<file path="config.mk">
export PLATFORM = sky130hd
export DESIGN_NAME = fetch_stage
export DESIGN_NICKNAME = d
export VERILOG_FILES = /design/src/rtl/fetch_pkg.sv /design/src/rtl/fetch_buffer.sv /design/src/rtl/fetch_stage.sv
export SDC_FILE = /design/constraint.sdc
export NUM_CORES = 1
export LEC_CHECK = 0
export ABC_AREA = 1
export CORE_ASPECT_RATIO = 0.5
export CORE_MARGIN = 2
export CORE_UTILIZATION = 44
export CTS_BUF_LIST = sky130_fd_sc_hd__clkbuf_4
export CTS_CLUSTER_SIZE = 10
export DETAILED_ROUTE_END_ITERATION = 8
export PLACE_DENSITY = 0.73
export SKIP_CTS_REPAIR_TIMING = 1
export SYNTH_ARGS = -nofsm -noshare
export SYNTH_HDL_FRONTEND = slang
export SYNTH_SLANG_ARGS = --single-unit
</file>
<file path="constraint.sdc">
create_clock -name clk -period 9.6 [get_ports clk]
set_input_delay 0.96 -clock clk [delete_from_list [all_inputs] [get_ports clk]]
set_output_delay 0.96 -clock clk [all_outputs]
set_load 0.02 [all_outputs]
</file>
<file path="src/rtl/fetch_pkg.sv">
// -----------------------------------------------------------------------------
// fetch_pkg
// Shared types and constants for the instruction fetch stage.
//   fetch_state_t : fetch FSM states (RUN / WAIT / DROP / HALT)
//   fetch_entry_t : one instruction buffer entry {pc, instr, misaligned}
//   NOP_INSTR     : instruction presented when nothing valid is buffered
// -----------------------------------------------------------------------------
package fetch_pkg;

   typedef enum logic [1:0] {
      ST_RUN  = 2'd0,   // no request outstanding
      ST_WAIT = 2'd1,   // one request outstanding, response wanted
      ST_DROP = 2'd2,   // one request outstanding, response to be discarded
      ST_HALT = 2'd3    // stopped on a misaligned target
   } fetch_state_t;

   typedef struct packed {
      logic [31:0] pc;
      logic [31:0] instr;
      logic        misaligned;
   } fetch_entry_t;

   localparam logic [31:0] NOP_INSTR = 32'h0000_0013;

endpackage

</file>
<file path="src/rtl/fetch_buffer.sv">
// -----------------------------------------------------------------------------
// fetch_buffer
// Synchronous FIFO of fetch_entry_t with a flush input.
// Ports:
//   clk, reset        : clock, synchronous active-high reset (pointers/count)
//   flush             : empties the FIFO; a push in the same cycle becomes
//                       the sole entry
//   push, push_data   : write one entry
//   pop               : remove the head entry (ignored when empty)
//   head              : current head entry (undefined when empty)
//   empty, count      : occupancy
// -----------------------------------------------------------------------------
module fetch_buffer
   import fetch_pkg::*;
#(
   parameter int DEPTH = 2,
   parameter int CNT_W = $clog2(DEPTH + 1)
) (
   input  logic             clk,
   input  logic             reset,
   input  logic             flush,
   input  logic             push,
   input  fetch_entry_t     push_data,
   input  logic             pop,
   output fetch_entry_t     head,
   output logic             empty,
   output logic [CNT_W-1:0] count
);

   localparam int               PTR_W = (DEPTH > 1) ? $clog2(DEPTH) : 1;
   localparam logic [PTR_W-1:0] LAST  = PTR_W'(DEPTH - 1);

   fetch_entry_t     r_mem [DEPTH];
   logic [PTR_W-1:0] r_rd;
   logic [PTR_W-1:0] r_wr;
   logic [CNT_W-1:0] r_cnt;
   logic [PTR_W-1:0] w_wr_idx;
   logic             w_push;
   logic             w_pop;

   // Pointer increment with wrap at DEPTH (DEPTH need not be a power of two).
   function automatic logic [PTR_W-1:0] ptr_inc(input logic [PTR_W-1:0] p);
      return (p == LAST) ? '0 : p + PTR_W'(1);
   endfunction

   assign w_push   = push && (flush || (r_cnt != CNT_W'(DEPTH)));
   assign w_pop    = pop && !flush && (r_cnt != '0);
   // A push that coincides with a flush lands in slot 0 of the emptied FIFO.
   assign w_wr_idx = flush ? '0 : r_wr;

   always_ff @(posedge clk) begin
      if (reset) begin
         r_rd  <= '0;
         r_wr  <= '0;
         r_cnt <= '0;
      end else if (flush) begin
         r_rd  <= '0;
         r_wr  <= push ? ptr_inc('0) : '0;
         r_cnt <= push ? CNT_W'(1) : '0;
      end else begin
         if (w_push) r_wr <= ptr_inc(r_wr);
         if (w_pop)  r_rd <= ptr_inc(r_rd);
         if (w_push && !w_pop)
            r_cnt <= r_cnt + CNT_W'(1);
         else if (!w_push && w_pop)
            r_cnt <= r_cnt - CNT_W'(1);
      end
   end

   // Storage is data only; occupancy is tracked by the control registers.
   always_ff @(posedge clk) begin
      if (w_push) r_mem[w_wr_idx] <= push_data;
   end

   assign head  = r_mem[r_rd];
   assign empty = (r_cnt == '0);
   assign count = r_cnt;

endmodule

</file>
<file path="src/rtl/fetch_stage.sv">
// -----------------------------------------------------------------------------
// fetch_stage
// Instruction fetch: issues one word request at a time to instruction memory,
// buffers responses in fetch_buffer and presents the head entry to IF/ID.
// Optional feature macro: FETCH_MISALIGN_CHECK_EN
//   defined   : a misaligned redirect target flushes, presents one flagged
//               NOP entry at that PC and halts fetch until the next redirect
//   undefined : redirect target bits [1:0] are forced to 00,
//               f_misaligned is tied 0
// Ports:
//   clk, reset              : clock, synchronous active-high reset
//   enable                  : IF/ID accepts the presented instruction
//   redirect, redirect_pc   : restart fetch at redirect_pc
//   imem_req, imem_addr     : memory request / word address
//   imem_ready              : memory accepts the request this cycle
//   imem_rvalid, imem_rdata : memory response
//   f_instr, f_pc, f_valid  : instruction to IF/ID, its PC, valid
//   f_misaligned            : head entry came from a misaligned target
// -----------------------------------------------------------------------------
module fetch_stage
   import fetch_pkg::*;
#(
   parameter logic [31:0] RESET_PC  = 32'h0000_0000,
   parameter int          BUF_DEPTH = 2
) (
   input  logic        clk,
   input  logic        reset,
   input  logic        enable,
   input  logic        redirect,
   input  logic [31:0] redirect_pc,
   output logic        imem_req,
   output logic [31:0] imem_addr,
   input  logic        imem_ready,
   input  logic        imem_rvalid,
   input  logic [31:0] imem_rdata,
   output logic [31:0] f_instr,
   output logic [31:0] f_pc,
   output logic        f_valid,
   output logic        f_misaligned
);

   localparam int CNT_W = $clog2(BUF_DEPTH + 1);

   fetch_state_t     r_state;
   fetch_state_t     w_state_nxt;
   logic [31:0]      r_pc;
   logic [31:0]      r_req_pc;
   logic [31:0]      r_last_pc;
   logic [31:0]      w_redir_pc;
   logic             w_mis_redir;
   logic             w_hs;
   logic             w_push;
   logic             w_pop;
   logic             w_empty;
   logic             w_room;
   logic [CNT_W-1:0] w_count;
   fetch_entry_t     w_push_data;
   fetch_entry_t     w_head;
   logic             w_unused_bits;

`ifdef FETCH_MISALIGN_CHECK_EN
   assign w_mis_redir   = redirect && (redirect_pc[1:0] != 2'b00);
   assign w_redir_pc    = redirect_pc;
   assign w_unused_bits = 1'b0;
`else
   assign w_mis_redir   = 1'b0;
   assign w_redir_pc    = {redirect_pc[31:2], 2'b00};
   assign w_unused_bits = ^{redirect_pc[1:0], w_head.misaligned};
`endif

   // FSM: state register
   always_ff @(posedge clk) begin
      if (reset) r_state <= ST_RUN;
      else       r_state <= w_state_nxt;
   end

   // FSM: next state
   always_comb begin
      w_state_nxt = r_state;
      if (redirect) begin
         if (w_mis_redir)
            w_state_nxt = ST_HALT;
         else if ((r_state == ST_WAIT) || (r_state == ST_DROP))
            // A response arriving with the redirect retires the outstanding
            // request; otherwise it is still in flight and must be dropped.
            w_state_nxt = imem_rvalid ? ST_RUN : ST_DROP;
         else
            w_state_nxt = ST_RUN;
      end else begin
         case (r_state)
            ST_RUN:  if (w_hs)        w_state_nxt = ST_WAIT;
            ST_WAIT: if (imem_rvalid) w_state_nxt = ST_RUN;
            ST_DROP: if (imem_rvalid) w_state_nxt = ST_RUN;
            default: w_state_nxt = r_state;
         endcase
      end
   end

   // FSM: outputs and buffer controls
   always_comb begin
      w_room   = (w_count < CNT_W'(BUF_DEPTH));
      imem_req = !reset && (r_state == ST_RUN) && w_room && !redirect;
      w_hs     = imem_req && imem_ready;
      w_push   = !reset && (w_mis_redir ||
                 ((r_state == ST_WAIT) && imem_rvalid && !redirect));
      w_pop    = !w_empty && enable;
      if (w_mis_redir) begin
         w_push_data.pc         = redirect_pc;
         w_push_data.instr      = NOP_INSTR;
         w_push_data.misaligned = 1'b1;
      end else begin
         w_push_data.pc         = r_req_pc;
         w_push_data.instr      = imem_rdata;
         w_push_data.misaligned = 1'b0;
      end
   end

   always_ff @(posedge clk) begin
      if (reset)         r_pc <= RESET_PC;
      else if (redirect) r_pc <= w_redir_pc;
      else if (w_hs)     r_pc <= r_pc + 32'd4;   // wraps silently at 2^32
   end

   // PC of the outstanding request, paired with its response on push.
   always_ff @(posedge clk) begin
      if (w_hs) r_req_pc <= r_pc;
   end

   // Remembers the last presented PC so f_pc holds while the buffer is empty.
   always_ff @(posedge clk) begin
      if (reset)         r_last_pc <= RESET_PC;
      else if (!w_empty) r_last_pc <= w_head.pc;
   end

   fetch_buffer #(
      .DEPTH (BUF_DEPTH),
      .CNT_W (CNT_W)
   ) u_buf (
      .clk       (clk),
      .reset     (reset),
      .flush     (redirect),
      .push      (w_push),
      .push_data (w_push_data),
      .pop       (w_pop),
      .head      (w_head),
      .empty     (w_empty),
      .count     (w_count)
   );

   assign imem_addr = r_pc;
   assign f_valid   = !reset && !w_empty;
   assign f_instr   = f_valid ? w_head.instr : NOP_INSTR;
   assign f_pc      = reset ? RESET_PC : (w_empty ? r_last_pc : w_head.pc);
`ifdef FETCH_MISALIGN_CHECK_EN
   assign f_misaligned = f_valid && w_head.misaligned;
`else
   assign f_misaligned = 1'b0;
`endif

endmodule

</file>
==> out/qor.yml, run 1 <==
io_buffer_count: 163
post-route-min-period_ns: 4.626
pin_count: 169
layout-drive-gt1-share_pct: 11.07
worstReg2RegEnd: "r_last_pc[20]"
drt_iter0_drc: 464
drv_slew: 0
timing.final.crit_share_pct: 48.19
yosysWarnings: 0
power_density_nw_per_um2: 173.1
place_hpwl_mm: 13.78
ir_worst_vdd_uv: 61.06
p_sw_share_pct: 24.48
p_int_mw: 1.538
rows: 37
yosysTopAreaCell: "edfxtp_1"
cap_violations: 0
gr-total-overflow: 0
setup_tns_ns: 0
p_total_mw: 2.036
nets: 1169
rr_worst_depth: 6
leakage_nw: 4.398
power.switching_mw: 0.4984
max_freq_mhz: 216.1
avgSynthCellArea_um2: 10.15
synth-edff-count: 154
r2r_start: "u_buf.count[1]"
r2r_slack_ns: 7.32
cts-buffers-inserted: 50
slowest_delay_ns: 0.67
path_delay_family: "buffers and inverters"
dr.pass1.iters: 8
synth_top_flop_cell: "edfxtp_1"
gp_congestion: 0.8826
grt_pass1_wl_mm: 34.16
clock_path_buffers: 3
seqPwrFrac_pct: 52.8
final_common_cell: "nand2_1"
grtUsageTotal_pct: 19.36
path_clk_slew_ns: 0.07
cts_tree: "done"
crit_type: "primary input to output port"
fin_area_um2: 11770
startpoint_type: "primary input"
seq_area_frac_synth_pct: 65.04
rsz0062_at_grt: "false"
p_clk_share_pct: 36.4
cp.required_ns: 8.64
dr_total_vias: 6894
die_area_um2: 22230
hp-start: "r_last_pc[0]"
p_comb_share_pct: 10.8
crit_path_start: "reset"
initial_core_util_pct: 44.92
crit_path_top_delay_cell: "clkdlybuf4s50_1"
arrival_ns: 3.67
clkLatencyLatePin_ns: 0.60
holdPathEnd: "r_last_pc[0]"
die_y_um: 106.4
dr.max_layer_used: "met4"
drc: 0
skew_ns: 0.02234
ant_nets: 0
status: "completed"
ys_ff_latch: 223
core_region_area_um2: 20550
clock-sinks: 223
mostFrequentLayoutCells: "nand2_1 (272), clkdlybuf4s50_1 (163), edfxtp_1 (154)"
dieWidth_um: 208.9
synth_top_area_share_pct: 50.08
critPathCaptureType: "output port"
netlist_area_um2: 9234
tightest_slew_ns: 1.077
grt_max_degree: 64
cts_root_buf: "clkbuf_4"
worstPathCellList: "clkdlybuf4s50_1 > buf_4 > nor2_2 > buf_4 > inv_1 > o21ai_0 > clkdlybuf4s50_1"
setup_viol: 0
wirelength_mm: 21.50
hold_violations: 0
crit_buf_inv: 5
hold_path.class: "flip-flop to flip-flop"
htree_num_levels: 2
first_global_vias: 6762
max_slew_margin_pct: 28.09
cp_max_fo: 34
synth_cell_types: 33
met2_length_mm: 10.47
wl_met1_mm: 9.355
met3_length_mm: 1.224
synth_cells: 910
antenna_found_initial: 1
wl_per_cell_um: 15.23
ys_top_cells_by_area: "edfxtp_1 (50%), dfxtp_1 (15%), nand2_1 (11%)"
whs_path_depth: 2
async_reset_ff_share_pct: 0
place_area_um2: 11100
via_per_inst: 4.882
area_growth_pct: 27.43
==> worst max path at each step <==
stage	cells past startpoint	endpoint	slack, ns
after CTS	7	f_pc[4]	4.87
after detailed placement	7	f_pc[3]	4.88
final	7	f_pc[4]	4.97
after floorplan	4	u_buf.r_mem[0][0]	4.70
after global routing	7	f_pc[28]	4.72
after global placement	7	f_pc[3]	4.91
==> per-stage QoR <==
step | utilization [%] | instances | hold WS [ns] | setup WS, ns
after detailed placement | 53.99 | 1317 | 0.4214 | 4.879
after global placement | 53.99 | 1317 | 0.4114 | 4.915
after global routing | 57.24 | 1412 | 0.4425 | 4.725
final | 57.24 | 1412 | 0.4269 | 4.974
after CTS | 57.23 | 1411 | 0.3979 | 4.874
after floorplan | - | 912 | 0.4215 | 4.695
==> tightest hold or removal path, cell delays in order, from the launching register on <==
cell     delay (ns)
dfxtp_1        0.30
inv_1          0.04
nor2_1         0.04
==> Yosys cell counts (2+ instances only) <==
cell type  count
nand2_1      272
edfxtp_1     154
nor2_1        78
inv_1         75
dfxtp_1       69
nand3_1       61
o21ai_0       35
mux2i_1       30
a21oi_1       25
buf_2         18
clkbuf_1      13
nor2_2        10
a31oi_1        9
o21ai_1        9
xor2_1         9
buf_4          5
inv_2          5
nand2_2        5
ha_1           3
nand3_2        3
nand4_1        3
nor2_4         3
o211ai_1       3
buf_1          2
buf_6          2
nand3b_1       2
==> cell families after synthesis <==
group	share of synthesized area, %
simple gates	20.15
xor+xnor	0.9486
flops	65.04
buf+inv	5.488
other cells	0.04061
fa+ha+maj	0.4065
compound gates	4.675
mux	3.252
==> per-layer routing <==
layer / vias to the layer above / track usage (%)
met1: 3227 / 24.43
met3: 46 / 4.136
li1: 3423 / -
met4: 0 / 6.531
met5: - / 0
met2: 198 / 33.38
==> flip-flops by register name (all words and copies together) (netlist names), named ones only <==
signal / flops
u_buf.r_mem: 124
r_last_pc: 32
r_state: 2
imem_addr: 30
u_buf.r_wr: 1
u_buf.count: 2
r_req_pc: 30
u_buf.r_rd: 1
==> final cells by class <==
class / count / area, um2
clock buffer: 83 / 623.1
fill: 1766 / 8788
tap: 273 / 341.6
sequential: 223 / 6007
antenna: 1 / 2.502
timing repair buffer: 172 / 1699
clock inverter: 11 / 42.54
inverter: 80 / 300.3
multi-input combinational: 569 / 2750
==> power groups by stage <==
stage | Sequential (mW) | Clock, mW | Combinational (mW)
6_report | 1.07 | 0.742 | 0.220
5_1_grt | 1.08 | 0.807 | 0.238
4_1_cts | 1.07 | 0.763 | 0.222
3_5_place_dp | 1.10 | 0 | 0.221
3_3_place_gp | 1.09 | 0 | 0.216
2_1_floorplan | 1.10 | 0 | 0.107
Power figures use the tool's default switching activity.
==> run 2, diff against run 1 <==
==> constraint.sdc (replaced) <==
create_clock -name clk -period 4.46 [get_ports clk]
set_input_delay 0.446 -clock clk [delete_from_list [all_inputs] [get_ports clk]]
set_output_delay 0.446 -clock clk [all_outputs]
set_load 0.02 [all_outputs]
==> run 2 against run 1 <==
Compared with the run above:
- first-iteration DRC count shrank 12%
- power increased by 120%
- setup slack worse by 4.0 ns
- wire length rose by 0.18%
- count of clock-buffer cells in the layout fell by 1
- utilization increased by 0.40 points
- die area unchanged
- largest power group unchanged
- global-route usage increased by 0.33 points
- register-to-register slack got worse by 5.0 ns
- highest routed layer unchanged
- critical endpoint is now f_pc[25]
- largest cell class unchanged
- cell count up 0.21%
- sequential share of layout area is 0.35 points lower
==> out/qor.yml, run 2 (synthesis results as in run 1) <==
drt_iter0_drc: 410
place_hpwl_mm: 14.36
power_density_nw_per_um2: 380.2
post-route-min-period_ns: 3.474
dr_total_vias: 6839
hold_path.class: "primary input to flip-flop"
wirelength_mm: 21.54
cp.required_ns: 4.01
die_y_um: 106.4
startpoint_type: "flip-flop"
pin_count: 169
rsz0062_at_grt: "false"
setup_viol: 0
core_region_area_um2: 20550
nFillCells: 1735
antenna_found_initial: 1
drc: 0
grtUsageTotal_pct: 19.70
max_freq_mhz: 287.9
cts_tree: "done"
nets: 1172
tightest_slew_ns: 1.053
final_common_cell: "nand2_1"
first_global_vias: 6829
rows: 37
drv_slew: 0
ir_worst_vdd_uv: 153.5
setup_tns_ns: 0
dr.pass1.iters: 7
layout-drive-gt1-share_pct: 11.48
gr-total-overflow: 0
cap_violations: 0
reg_top3: "u_buf.r_mem (124), r_last_pc (32)"
clkLatencyLatePin_ns: 0.62
max_slew_margin_pct: 29.70
initial_core_util_pct: 44.92
crit_type: "flip-flop to output port"
io_buffer_count: 163
cp_max_fo: 32
arrival_ns: 3.03
status: "completed"
grt_pass1_wl_mm: 34.62
dieWidth_um: 208.9
path_clk_slew_ns: 0.09
gp_congestion: 0.8870
htree_num_levels: 2
leakage_nw: 4.440
dp_slack_ns: 1.221
critPathCaptureType: "output port"
die_area_um2: 22230
hold_violations: 0
via_per_inst: 4.833
ant_nets: 0
largest_reg_flops: 124
wl_per_cell_um: 15.22
setup_ws_ns: 0.9860
clock_path_buffers: 3
cts_root_buf: "clkbuf_4"
skew_ns: 0.03973
grt_max_degree: 63
area_growth_pct: 28.31
clock-sinks: 223
top_register: "u_buf.r_mem"
cts-buffers-inserted: 50
timing.final.crit_share_pct: 77.89
mostFrequentLayoutCells: "nand2_1 (272), clkdlybuf4s50_1 (162), edfxtp_1 (154)"
p_total_mw: 4.504
run 2: worst paths after layout:
| path | startpoint | end | slack, ns | depth (start not counted) |
|---|---|---|---|---|
| max | u_buf.count[1] | f_pc[25] | 0.99 | 6 |
| max reg2reg | u_buf.count[0] | u_buf.r_mem[1][24] | 2.32 | 5 |
| min reg2reg | r_req_pc[25] | u_buf.r_mem[1][57] | 0.44 | 0 |
| min | redirect_pc[14] | imem_addr[14] | 0.42 | 3 |
run 2: cell type report:
type | instances | area, um2 | share of cell area (%)
antenna | 1 | 2.502 | 0.02112
clock buffer | 82 | 615.6 | 5.196
clock inverter | 12 | 98.84 | 0.8343
inverter | 80 | 300.3 | 2.535
multi-input combinational | 569 | 2750 | 23.21
sequential | 223 | 6007 | 50.70
tap | 273 | 341.6 | 2.883
timing repair buffer | 175 | 1732 | 14.62
run 2: worst max-delay path: stages (launching register included):
cell and delay, ns:
dfxtp_1 0.38, nor2_2 0.10, buf_4 0.33, nor2_2 0.06, inv_1 0.62, o21ai_0 0.29, clkdlybuf4s50_1 0.60
run 2: routing by layer:
metal	part of all wire, %	up-vias	global-route usage (%)	routed length (um)
met3	5.1	33	4.195	1105
li1	-	3422	-	-
met5	0	-	0	0
met2	49	178	34.36	10550
met4	1.9	0	6.837	405
met1	44	3206	24.46	9472
run 2: power by group:
part	total, mW	switching (mW)	internal [mW]
Sequential	2.32	0.0562	2.26
Combinational	0.467	0.260	0.207
Clock	1.72	0.770	0.947
Total	4.50	1.09	3.42
run 2: per-stage QoR:
stage / std cells / hold WS (ns) / area [um2] / util, %
floorplan: 912 / 0.4215 / 9241 / -
global placement: 1320 / 0.4155 / 11130 / 54.15
detailed placement: 1320 / 0.4292 / 11130 / 54.15
CTS: 1414 / 0.3641 / 11850 / 57.63
global route: 1415 / 0.3616 / 11850 / 57.64
finish: 1415 / 0.4197 / 11850 / 57.64
==> run 3, diff against run 2 <==
--- a/config.mk
+++ b/config.mk
@@ -12,7 +12,7 @@
 export CTS_BUF_LIST = sky130_fd_sc_hd__clkbuf_4
 export CTS_CLUSTER_SIZE = 10
 export DETAILED_ROUTE_END_ITERATION = 8
-export PLACE_DENSITY = 0.73
+export PLACE_DENSITY = 0.76
 export SKIP_CTS_REPAIR_TIMING = 1
 export SYNTH_ARGS = -nofsm -noshare
 export SYNTH_HDL_FRONTEND = slang
==> constraint.sdc (replaced) <==
create_clock -name clk -period 2.9 [get_ports clk]
set_input_delay 0.29 -clock clk [delete_from_list [all_inputs] [get_ports clk]]
set_output_delay 0.29 -clock clk [all_outputs]
set_load 0.02 [all_outputs]
==> run 3 against run 2 <==
Compared with the run above:
- global-route usage decreased by 0.30 points
- register-to-register slack got worse by 1.3 ns
- sequential cell count unchanged
- die area unchanged
- clock power increased by 41%
- sequential power increased by 53%
- cell count increased by 0.49%
- critical path type unchanged
- sequential share of layout area decreased by 0.56 points
- setup slack got worse by 0.87 ns
- largest power group unchanged
==> out/qor.yml, run 3 (synthesis results as in run 1) <==
status: "completed"
cp_max_fo: 15
crit_path_top_delay_cell: "clkdlybuf4s50_1"
crit_buf_inv: 3
cts-buffers-inserted: 51
ant_nets: 0
endpoint: "f_pc[11]"
drt_iter0_drc: 494
regArea_um2: 6008
r2r_start: "r_state[0]"
grt_max_degree: 64
slowest_delay_ns: 0.63
drv_slew: 0
io_buffer_count: 163
wirelength_mm: 21.99
rows: 37
timing.final.crit_share_pct: 96.16
core_region_area_um2: 20550
layout-drive-gt1-share_pct: 11.67
skew_ns: 0.03740
post-route-min-period_ns: 2.789
final_util_pct: 58.29
cap_violations: 0
grtUsageTotal_pct: 19.40
startpoint_type: "flip-flop"
wl_per_cell_um: 15.46
stdcell_count: 1422
top_register: "u_buf.r_mem"
hold_violations: 0
mostFrequentLayoutCells: "nand2_1 (272), edfxtp_1 (154), clkdlybuf4s50_1 (135)"
grt_pass1_wl_mm: 34.02
clock-sinks: 223
crit_path_start: "u_buf.count[0]"
max_slew_margin_pct: 62.74
area_growth_pct: 29.76
power_density_nw_per_um2: 560.9
dieWidth_um: 208.9
tightest_slew_ns: 0.5581
place_area_um2: 11210
ir_worst_vdd_uv: 225.6
path_depth: 6
cp.required_ns: 2.61
dr_total_vias: 6950
via_per_inst: 4.887
final_common_cell: "nand2_1"
path_clk_slew_ns: 0.07
rsz0062_at_grt: "true"
cts_root_buf: "clkbuf_4"
clock_path_buffers: 3
r2r_slack_ns: 1.03
pin_count: 169
leakage_nw: 4.915
arrival_ns: 2.50
largest_reg_flops: 124
place_inst: 1324
critPathCaptureType: "output port"
die_y_um: 106.4
gp_congestion: 0.8991
hold_path.class: "primary input to flip-flop"
first_global_vias: 6931
setup_viol: 0
antenna_found_initial: 1
fin_area_um2: 11980
htree_num_levels: 2
place_hpwl_mm: 14.50
multi_input_area_um2: 2755
worstPathCellList: "nor2_2 > nor2_4 > clkinvlp_4 > buf_4 > o21ai_1 > clkdlybuf4s50_1"
initial_core_util_pct: 44.92
setup_tns_ns: 0
nFillCells: 1692
cts_tree: "done"
die_area_um2: 22230
rr_worst_depth: 9
worstReg2RegEnd: "imem_addr[11]"
path_delay_family: "buffers and inverters"
max_freq_mhz: 358.6
drc: 0
reg_top3: "u_buf.r_mem (124), r_last_pc (32)"
gr-total-overflow: 0
clkLatencyLatePin_ns: 0.61
nets: 1180
crit_type: "flip-flop to output port"
dr.pass1.iters: 7
-- run 3: final cells by class --
class | instances | area share (%)
flip-flops and latches | 223 | 50.15
multi-input cells | 569 | 22.99
repair buffers | 181 | 15.99
clock buffers | 78 | 4.887
well taps | 273 | 2.851
inverters | 80 | 2.538
clock inverters | 16 | 0.5117
repair inverters | 1 | 0.06266
diodes | 1 | 0.02089
-- run 3: per-layer routing --
metal	routed length (um)	global-route usage [%]	part of all wire [%]	vias to the layer above
met1	9426	23.47	43	3250
met2	10770	34.36	49	210
li1	-	-	-	3442
met3	1259	4.431	5.7	48
met4	528	6.786	2.4	0
met5	0	0	0	-
-- run 3: worst min path at each step --
stage / startpoint / to / slack (ns) / depth (start not counted)
floorplan: imem_rdata[0] / u_buf.r_mem[0][0] / 0.39 / 0
global placement: r_last_pc[1] / r_last_pc[1] / 0.41 / 2
detailed placement: r_last_pc[0] / r_last_pc[0] / 0.42 / 2
CTS: imem_rdata[31] / u_buf.r_mem[1][31] / 0.21 / 1
global route: imem_rdata[28] / u_buf.r_mem[0][28] / 0.22 / 1
finish: redirect_pc[10] / imem_addr[10] / 0.27 / 3
-- run 3: per-stage QoR --
step | worst slack [ns] | hold slack, ns | power, mW
after global placement | 0.2764 | 0.4112 | 4.342
after floorplan | 0.06292 | 0.3889 | 3.988
final | 0.1113 | 0.2723 | 6.721
after CTS | -0.1932 | 0.2143 | 6.771
after detailed placement | 0.2218 | 0.4223 | 4.363
after global routing | -0.01622 | 0.2207 | 7.013
-- run 3: power breakdown --
group	internal [mW]	total, mW	switching (mW)	leakage (nW)
Sequential	3.48	3.56	0.0806	1.95
Clock	1.23	2.42	1.19	0.389
Combinational	0.326	0.740	0.414	2.58
Total	5.04	6.72	1.68	4.91
-- run 3: worst register-to-register path: cells and delay by family, from the launching register on --
family	cells	cell delay [ns]
buffers and inverters	3	0.54
and+or+nand+nor	4	0.52
DFF	1	0.36
adders and majority gates	1	0.24
AOI/OAI and AO/OA	1	0.14
